**src/rtl/eval_dispatch.sv**
```systemverilog
// Initiator side of the evaluator handshake: issues one board at a time, waits for
// the result (or a timeout) and returns a phase-blended, side-to-move-relative score.
module eval_dispatch #(
    parameter int BOARD_WIDTH    = 64,
    parameter int EVAL_WIDTH     = 24,
    parameter int PHASE_SHIFT    = 5,
    parameter int TIMEOUT_CYCLES = 64
) (
    input  logic                         clk,
    input  logic                         reset,
    input  logic                         req_valid,
    output logic                         req_ready,
    input  logic [BOARD_WIDTH-1:0]       req_board,
    input  logic                         req_white_to_move,
    output logic [BOARD_WIDTH-1:0]       eval_board,
    output logic                         eval_board_valid,
    output logic                         eval_clear,
    output logic                         eval_white_to_move,
    input  logic                         eval_valid,
    input  logic signed [EVAL_WIDTH-1:0] eval_mg,
    input  logic signed [EVAL_WIDTH-1:0] eval_eg,
    input  logic                         eval_insufficient,
    input  logic [31:0]                  material_white,
    input  logic [31:0]                  material_black,
    output logic                         rsp_valid,
    input  logic                         rsp_ready,
    output logic signed [EVAL_WIDTH-1:0] rsp_score,
    output logic                         rsp_insufficient,
    output logic                         rsp_timeout
);

    typedef enum logic [2:0] {IDLE, ISSUE, WAIT, BLEND, RESP, CLEAR} state_t;

    localparam int CNT_W = $clog2(TIMEOUT_CYCLES + 1);
    localparam int BW    = EVAL_WIDTH + 10;
    localparam logic signed [BW-1:0] SAT_MAX = BW'((64'sd1 <<< (EVAL_WIDTH - 1)) - 64'sd1);
    localparam logic signed [BW-1:0] SAT_MIN = BW'(-(64'sd1 <<< (EVAL_WIDTH - 1)));

    state_t state_q, state_d;
    logic                         started_q, started_d;
    logic [BOARD_WIDTH-1:0]       board_q, board_d;
    logic                         wtm_q, wtm_d;
    logic [CNT_W-1:0]             cnt_q, cnt_d;
    logic signed [EVAL_WIDTH-1:0] mg_q, mg_d;
    logic signed [EVAL_WIDTH-1:0] eg_q, eg_d;
    logic                         insuf_q, insuf_d;
    logic [32:0]                  mat_q, mat_d;
    logic signed [EVAL_WIDTH-1:0] score_q, score_d;
    logic                         rsp_insuf_q, rsp_insuf_d;
    logic                         rsp_tmo_q, rsp_tmo_d;

    logic                         take_result;
    logic                         timed_out;
    logic [32:0]                  phase_raw;
    logic [8:0]                   phase;
    logic [9:0]                   inv_phase;
    logic signed [BW-1:0]         mg_x, eg_x, ph_x, inv_x, acc, t, t_neg, t_sat;
    logic signed [EVAL_WIDTH-1:0] blend_score;

    always_ff @(posedge clk or negedge reset) begin
        if (!reset) begin
            state_q <= IDLE;
        end else begin
            state_q <= state_d;
        end
    end

    // The first WAIT cycle (cnt_q == 0) ignores eval_valid so a stale result is never taken.
    assign take_result = (state_q == WAIT) && eval_valid && (cnt_q != '0);
    assign timed_out   = (state_q == WAIT) && (cnt_q == CNT_W'(TIMEOUT_CYCLES - 1));

    always_comb begin
        state_d = state_q;
        unique case (state_q)
            IDLE:  if (started_q && req_valid) state_d = ISSUE;
            ISSUE: state_d = WAIT;
            WAIT: begin
                if (take_result) begin
                    state_d = BLEND;
                end else if (timed_out) begin
                    state_d = RESP;
                end
            end
            BLEND: state_d = RESP;
            RESP:  if (rsp_ready) state_d = CLEAR;
            CLEAR: state_d = IDLE;
            default: state_d = IDLE;
        endcase
    end

    always_comb begin
        req_ready          = (state_q == IDLE) && started_q;
        eval_board_valid   = (state_q == ISSUE);
        eval_clear         = (state_q == CLEAR);
        rsp_valid          = (state_q == RESP);
        eval_board         = board_q;
        eval_white_to_move = wtm_q;
        rsp_score          = score_q;
        rsp_insufficient   = rsp_insuf_q;
        rsp_timeout        = rsp_tmo_q;
    end

    // Material sum is kept at 33 bits so two large totals cannot wrap the phase to zero.
    always_comb begin
        phase_raw = mat_q >> PHASE_SHIFT;
        phase     = (phase_raw > 33'd256) ? 9'd256 : phase_raw[8:0];
        inv_phase = 10'd256 - {1'b0, phase};
        mg_x      = BW'(mg_q);
        eg_x      = BW'(eg_q);
        ph_x      = BW'(phase);
        inv_x     = BW'(inv_phase);
        acc       = mg_x * ph_x + eg_x * inv_x;
        t         = acc >>> 8;
        t_neg     = wtm_q ? t : -t;
        if (t_neg > SAT_MAX) begin
            t_sat = SAT_MAX;
        end else if (t_neg < SAT_MIN) begin
            t_sat = SAT_MIN;
        end else begin
            t_sat = t_neg;
        end
        blend_score = insuf_q ? '0 : EVAL_WIDTH'(t_sat);
    end

    always_comb begin
        started_d   = 1'b1;
        board_d     = board_q;
        wtm_d       = wtm_q;
        cnt_d       = cnt_q;
        mg_d        = mg_q;
        eg_d        = eg_q;
        insuf_d     = insuf_q;
        mat_d       = mat_q;
        score_d     = score_q;
        rsp_insuf_d = rsp_insuf_q;
        rsp_tmo_d   = rsp_tmo_q;
        unique case (state_q)
            IDLE: begin
                if (started_q && req_valid) begin
                    board_d = req_board;
                    wtm_d   = req_white_to_move;
                end
            end
            ISSUE: cnt_d = '0;
            WAIT: begin
                cnt_d = cnt_q + CNT_W'(1);
                if (take_result) begin
                    mg_d    = eval_mg;
                    eg_d    = eval_eg;
                    insuf_d = eval_insufficient;
                    mat_d   = {1'b0, material_white} + {1'b0, material_black};
                end else if (timed_out) begin
                    rsp_tmo_d   = 1'b1;
                    rsp_insuf_d = 1'b0;
                    score_d     = '0;
                end
            end
            BLEND: begin
                score_d     = blend_score;
                rsp_insuf_d = insuf_q;
                rsp_tmo_d   = 1'b0;
            end
            RESP: ;
            CLEAR: begin
                score_d     = '0;
                rsp_insuf_d = 1'b0;
                rsp_tmo_d   = 1'b0;
            end
            default: ;
        endcase
    end

    always_ff @(posedge clk or negedge reset) begin
        if (!reset) begin
            started_q   <= 1'b0;
            board_q     <= '0;
            wtm_q       <= 1'b0;
            cnt_q       <= '0;
            mg_q        <= '0;
            eg_q        <= '0;
            insuf_q     <= 1'b0;
            mat_q       <= '0;
            score_q     <= '0;
            rsp_insuf_q <= 1'b0;
            rsp_tmo_q   <= 1'b0;
        end else begin
            started_q   <= started_d;
            board_q     <= board_d;
            wtm_q       <= wtm_d;
            cnt_q       <= cnt_d;
            mg_q        <= mg_d;
            eg_q        <= eg_d;
            insuf_q     <= insuf_d;
            mat_q       <= mat_d;
            score_q     <= score_d;
            rsp_insuf_q <= rsp_insuf_d;
            rsp_tmo_q   <= rsp_tmo_d;
        end
    end

endmodule
```
**config.mk**
```make
export PLATFORM = sky130hd
export DESIGN_NAME = eval_dispatch
export DESIGN_NICKNAME = d
export VERILOG_FILES = /design/src/rtl/eval_dispatch.sv
export SDC_FILE = /design/constraint.sdc
export NUM_CORES = 2
export LEC_CHECK = 0
export ABC_AREA = 1
export CORE_MARGIN = 1
export CORE_UTILIZATION = 60
export CTS_CLUSTER_DIAMETER = 100
export DETAILED_ROUTE_END_ITERATION = 12
export MAX_ROUTING_LAYER = met4
export PLACE_DENSITY = 0.9
export SYNTH_ARGS = -nofsm -noshare
export SYNTH_HDL_FRONTEND = slang
export SYNTH_SLANG_ARGS = --single-unit
```
**constraint.sdc**
```tcl
create_clock -name clk -period 11.2 [get_ports clk]
set_input_delay 2.24 -clock clk [delete_from_list [all_inputs] [get_ports clk]]
set_output_delay 2.24 -clock clk [all_outputs]
set_load 0.05 [all_outputs]
```
==> summary.txt <==
STA
  • Worst Skew: around 0.014 ns
  • Max Slew Vio Count: 0
  • Setup violators final: 0
  • Worst slew margin: 18.3%
  • Worst-margin pin slew: about 1.2 ns
  • Final hold viol count: 0
  • Setup_tns: 0 ns
  • Final critical-path share of the clock period: between 90 and 100%
  • RSZ-0062 raised after global routing: no
  • Final min period: 10.48 ns
  • Fmax: 95.4 MHz
  • Final hold slack: approximately 0.49 ns

Global routing
  • GRT Total Usage: a little over a third
  • First-pass GRT wire length: around 120000 um
  • Grt ovf: 0
  • Vias in the first global route: roughly 24k
  • Antenna violations before repair: 1
  • Pin count of the biggest net entering global routing: 85

Power and ir drop
  • Sequential share of power: between 20% and 30%
  • Static leakage: ~0.016 uW
  • Switching share of power: between 50% and 60%
  • Clock Power Share: a little over a tenth
  • Pwr per Cell Area: between 200 and 250 mW/mm2
  • Pint: around 2800 uW
  • Logic pwr share: between 60% and 70%
  • Peak supply drop: about 0.00026 V
  • Net Sw Power: 3570 uW

Place
  • PortBufs: around 280
  • Global placement routability congestion: roughly 1
  • Detailed Place HPWL: between 50000 and 60000 um

Routing
  • DRC violation count after routing: 1
  • Routed Wire Length: 72200 um
  • DR vias: approximately 22k
  • Number of vias per cell: approximately 5.4
  • Number of DRC markers in iteration 0: approximately 2.2k
  • Drt first pass iters: 12
  • DR WL/cell: roughly 18 um
  • Antenna Nets Post-Route: 0

Final layout
  • Area added between synthesis and finish: 15.5%
  • # nets final: between 4k and 5k
  • Ratio of cells with drive above 1 in the final layout: 6.18%
  • Fillers: slightly above 3k

Synth
  • Ys async rst share: between 90% and 100%
  • Post-synth EDFFs: 0
  • Sequential-to-total area share from yosys stat: around 17%
  • Top-area cell type share of the netlist area: about a third
  • Synth Flop Type: dfrtp_1
  • Post-synth top area cell: fa_1
  • Register bit count reported by yosys: approximately 180
  • Mean post-synth cell area: around 8 um2
  • Yosys cell types: between 40 and 50
  • Synthesized cell area: around 0.026 mm2
  • Gate Count Post-Synth: between 3k and 4k
  • Synth area leaders: fa_1 (33%), dfrtp_1 (17%), nand2_1 (12%)
  • Synth warnings: 0

Flow run
  • Max Cap Viol: 0

Clock network
  • Clock Path Buffers: 2
  • Cts hold-fix bufs: 0
  • Post-cts sizing count: 0
  • Root Buffer Master: clkbuf_16
  • Post-CTS Setup Repair Bufs: 0
  • CTS tree: done
  • CTS Sinks: between 150 and 200
  • Clock Latency Late Sink: about 0.50 ns
  • # H-tree levels: 4
  • CTS clk-pin slew, worst paths: ~0.070 ns
  • Num CTS Buffers: 17

Floorplanning
  • Chip height: 210 um
  • Die ar.: 0.0442 mm2
  • Die width: approximately 210 um
  • Initial Utilization: between 60% and 70%
  • Core footprint: about 0.042 mm2
  • Top-level I/O count: 278
  • # rows: between 70 and 80

Outcome
  • Status: finished with violations
  • Violated checks: DRC

Setup path
  • Worst setup EP type: register
  • CP max-delay cell: clkinv_1
  • Crit path required time: roughly 12 ns
  • Worst Path Arrival: 10.86 ns
  • Crit-path most repeated cell: nand2_1
  • Highest cell delay on the worst timing path: 0.69 ns
  • Worst Path Class, Setup: register to register
  • Crit-path max FO: 23
  • Crit start category: register

Min path
  • HP Class: register to register
==> power groups by stage <==
stage / logic [uW] / clock network, uW / registers, uW
detailed placement: 4270 / 0 / 1300
global route: 4780 / 701 / 1350
finish: 4350 / 673 / 1320
floorplan: 2610 / 0 / 1700
CTS: 4310 / 676 / 1300
global placement: 4180 / 0 / 1280
==> cells in the mapped netlist (6+ instances only) <==
master	number
nand2_2	21
nor2_2	22
nand3_2	6
mux2_2	64
nand3_1	80
clkbuf_2	11
nor4_1	8
clkbuf_1	49
inv_1	756
inv_2	20
nand2_1	857
fa_1	435
ha_1	156
buf_2	9
o21ai_0	103
xnor2_1	19
a21oi_1	58
a31oi_1	7
nand4_1	16
dfrtp_1	179
buf_1	10
or2_2	12
nor3_1	10
nor2_1	254
xor2_1	26
o211ai_1	6
==> kinds of logic after synthesis <==
| kind of cell | count (synthesis) | share of synthesized area, % |
|---|---|---|
| adders and majority gates | 591 | 41.0 |
| xor gates and xnor gates | 52 | 1.95 |
| DFF | 179 | 17.2 |
| and+or+nand+nor | 1299 | 20.4 |
| AOI/OAI and AO/OA | 193 | 4.00 |
| muxes | 64 | 2.77 |
| buffers and inverters | 865 | 12.7 |
| other | 2 | 0.0289 |
==> cells in the final DEF (no fill, tap or decap), types with 6 or more instances in the layout <==
cell,netlist,final
a21oi_1,58,58
a31oi_1,7,7
buf_4,1,21
clkbuf_16,0,17
clkdlybuf4s50_1,0,276
conb_1,2,25
dfrtp_1,179,179
fa_1,435,435
ha_1,156,156
inv_1,756,756
inv_2,20,19
mux2_2,64,64
nand2_1,857,856
nand2_2,21,22
nand3_1,80,80
nand3_2,6,6
nand4_1,16,16
nor2_1,254,254
nor2_2,22,22
nor3_1,10,10
nor4_1,8,8
o211ai_1,6,6
o21ai_0,103,103
or2_2,12,12
xnor2_1,19,19
xor2_1,26,26
==> worst max-delay path: cells and delay by family (launching register included) <==
family | cells | cell delay, ns
flip-flops | 1 | 0.39
buffers and inverters | 8 | 1.62
AND/OR/NAND/NOR | 26 | 3.84
adder cells (fa/ha/maj) | 8 | 4.00
XOR/XNOR | 1 | 0.23
AO/OA/AOI/OAI | 2 | 0.25
==> through the flow <==
step                power (uW)  util [%]  setup slack [ns]  instance area, um2  std cells
finish                    6340      71.0             0.718               30000       4092
global route              6840      71.0            0.0752               30000       4092
CTS                       6290      71.0             0.904               30000       4091
detailed placement        5580      69.4              1.01               29400       4059
global placement          5470      69.4              1.09               29400       4059
floorplan                 4310         -              2.41               26100       3268
==> metal layers <==
metal  routed length (um)  global-route usage (%)  vias to the layer above
li1                     -                       -                    10000
met1                26600                    42.7                    10700
met4                 4440                    19.8                        0
met3                 6120                    8.08                      350
met2                35000                    57.3                     1165
met5                    0                       -                        -
==> area by class of cell <==
type	instances	area, um2	area share (%)
Inverter	781	2930	9.76
Antenna cell	1	2.50	0.00833
Clock inverter	14	210	0.700
Timing Repair Buffer	298	2930	9.77
Clock buffer	18	439	1.46
Sequential cell	179	4480	14.9
Tap cell	577	722	2.40
Multi-Input combinational cell	2224	18300	61.0
==> path summary, 6_finish.rpt <==
path                                   to  slack [ns]  cells after the start  startpoint
max                         rsp_score[12]        0.72                     45   mat_q[31]
min                             mat_q[19]        0.49                      2   mat_q[19]
max reg2reg                 rsp_score[12]        0.72                     45   mat_q[31]
min reg2reg                     mat_q[19]        0.49                      2   mat_q[19]
max in group asynchronous  eval_board[54]        8.21                      2       reset
min in group asynchronous         eg_q[8]        1.69                      1       reset
==> state kept, by name, indices dropped and copies added (netlist names) <==
| name | count |
|---|---|
| cnt_q | 7 |
| eval_board | 64 |
| rsp_timeout | 1 |
| rsp_insufficient | 1 |
| mg_q | 24 |
| eg_q | 24 |
| state_q | 3 |
| mat_q | 28 |
| started_q | 1 |
| insuf_q | 1 |
| eval_white_to_move | 1 |
| rsp_score | 24 |
Power figures use the tool's default switching activity.
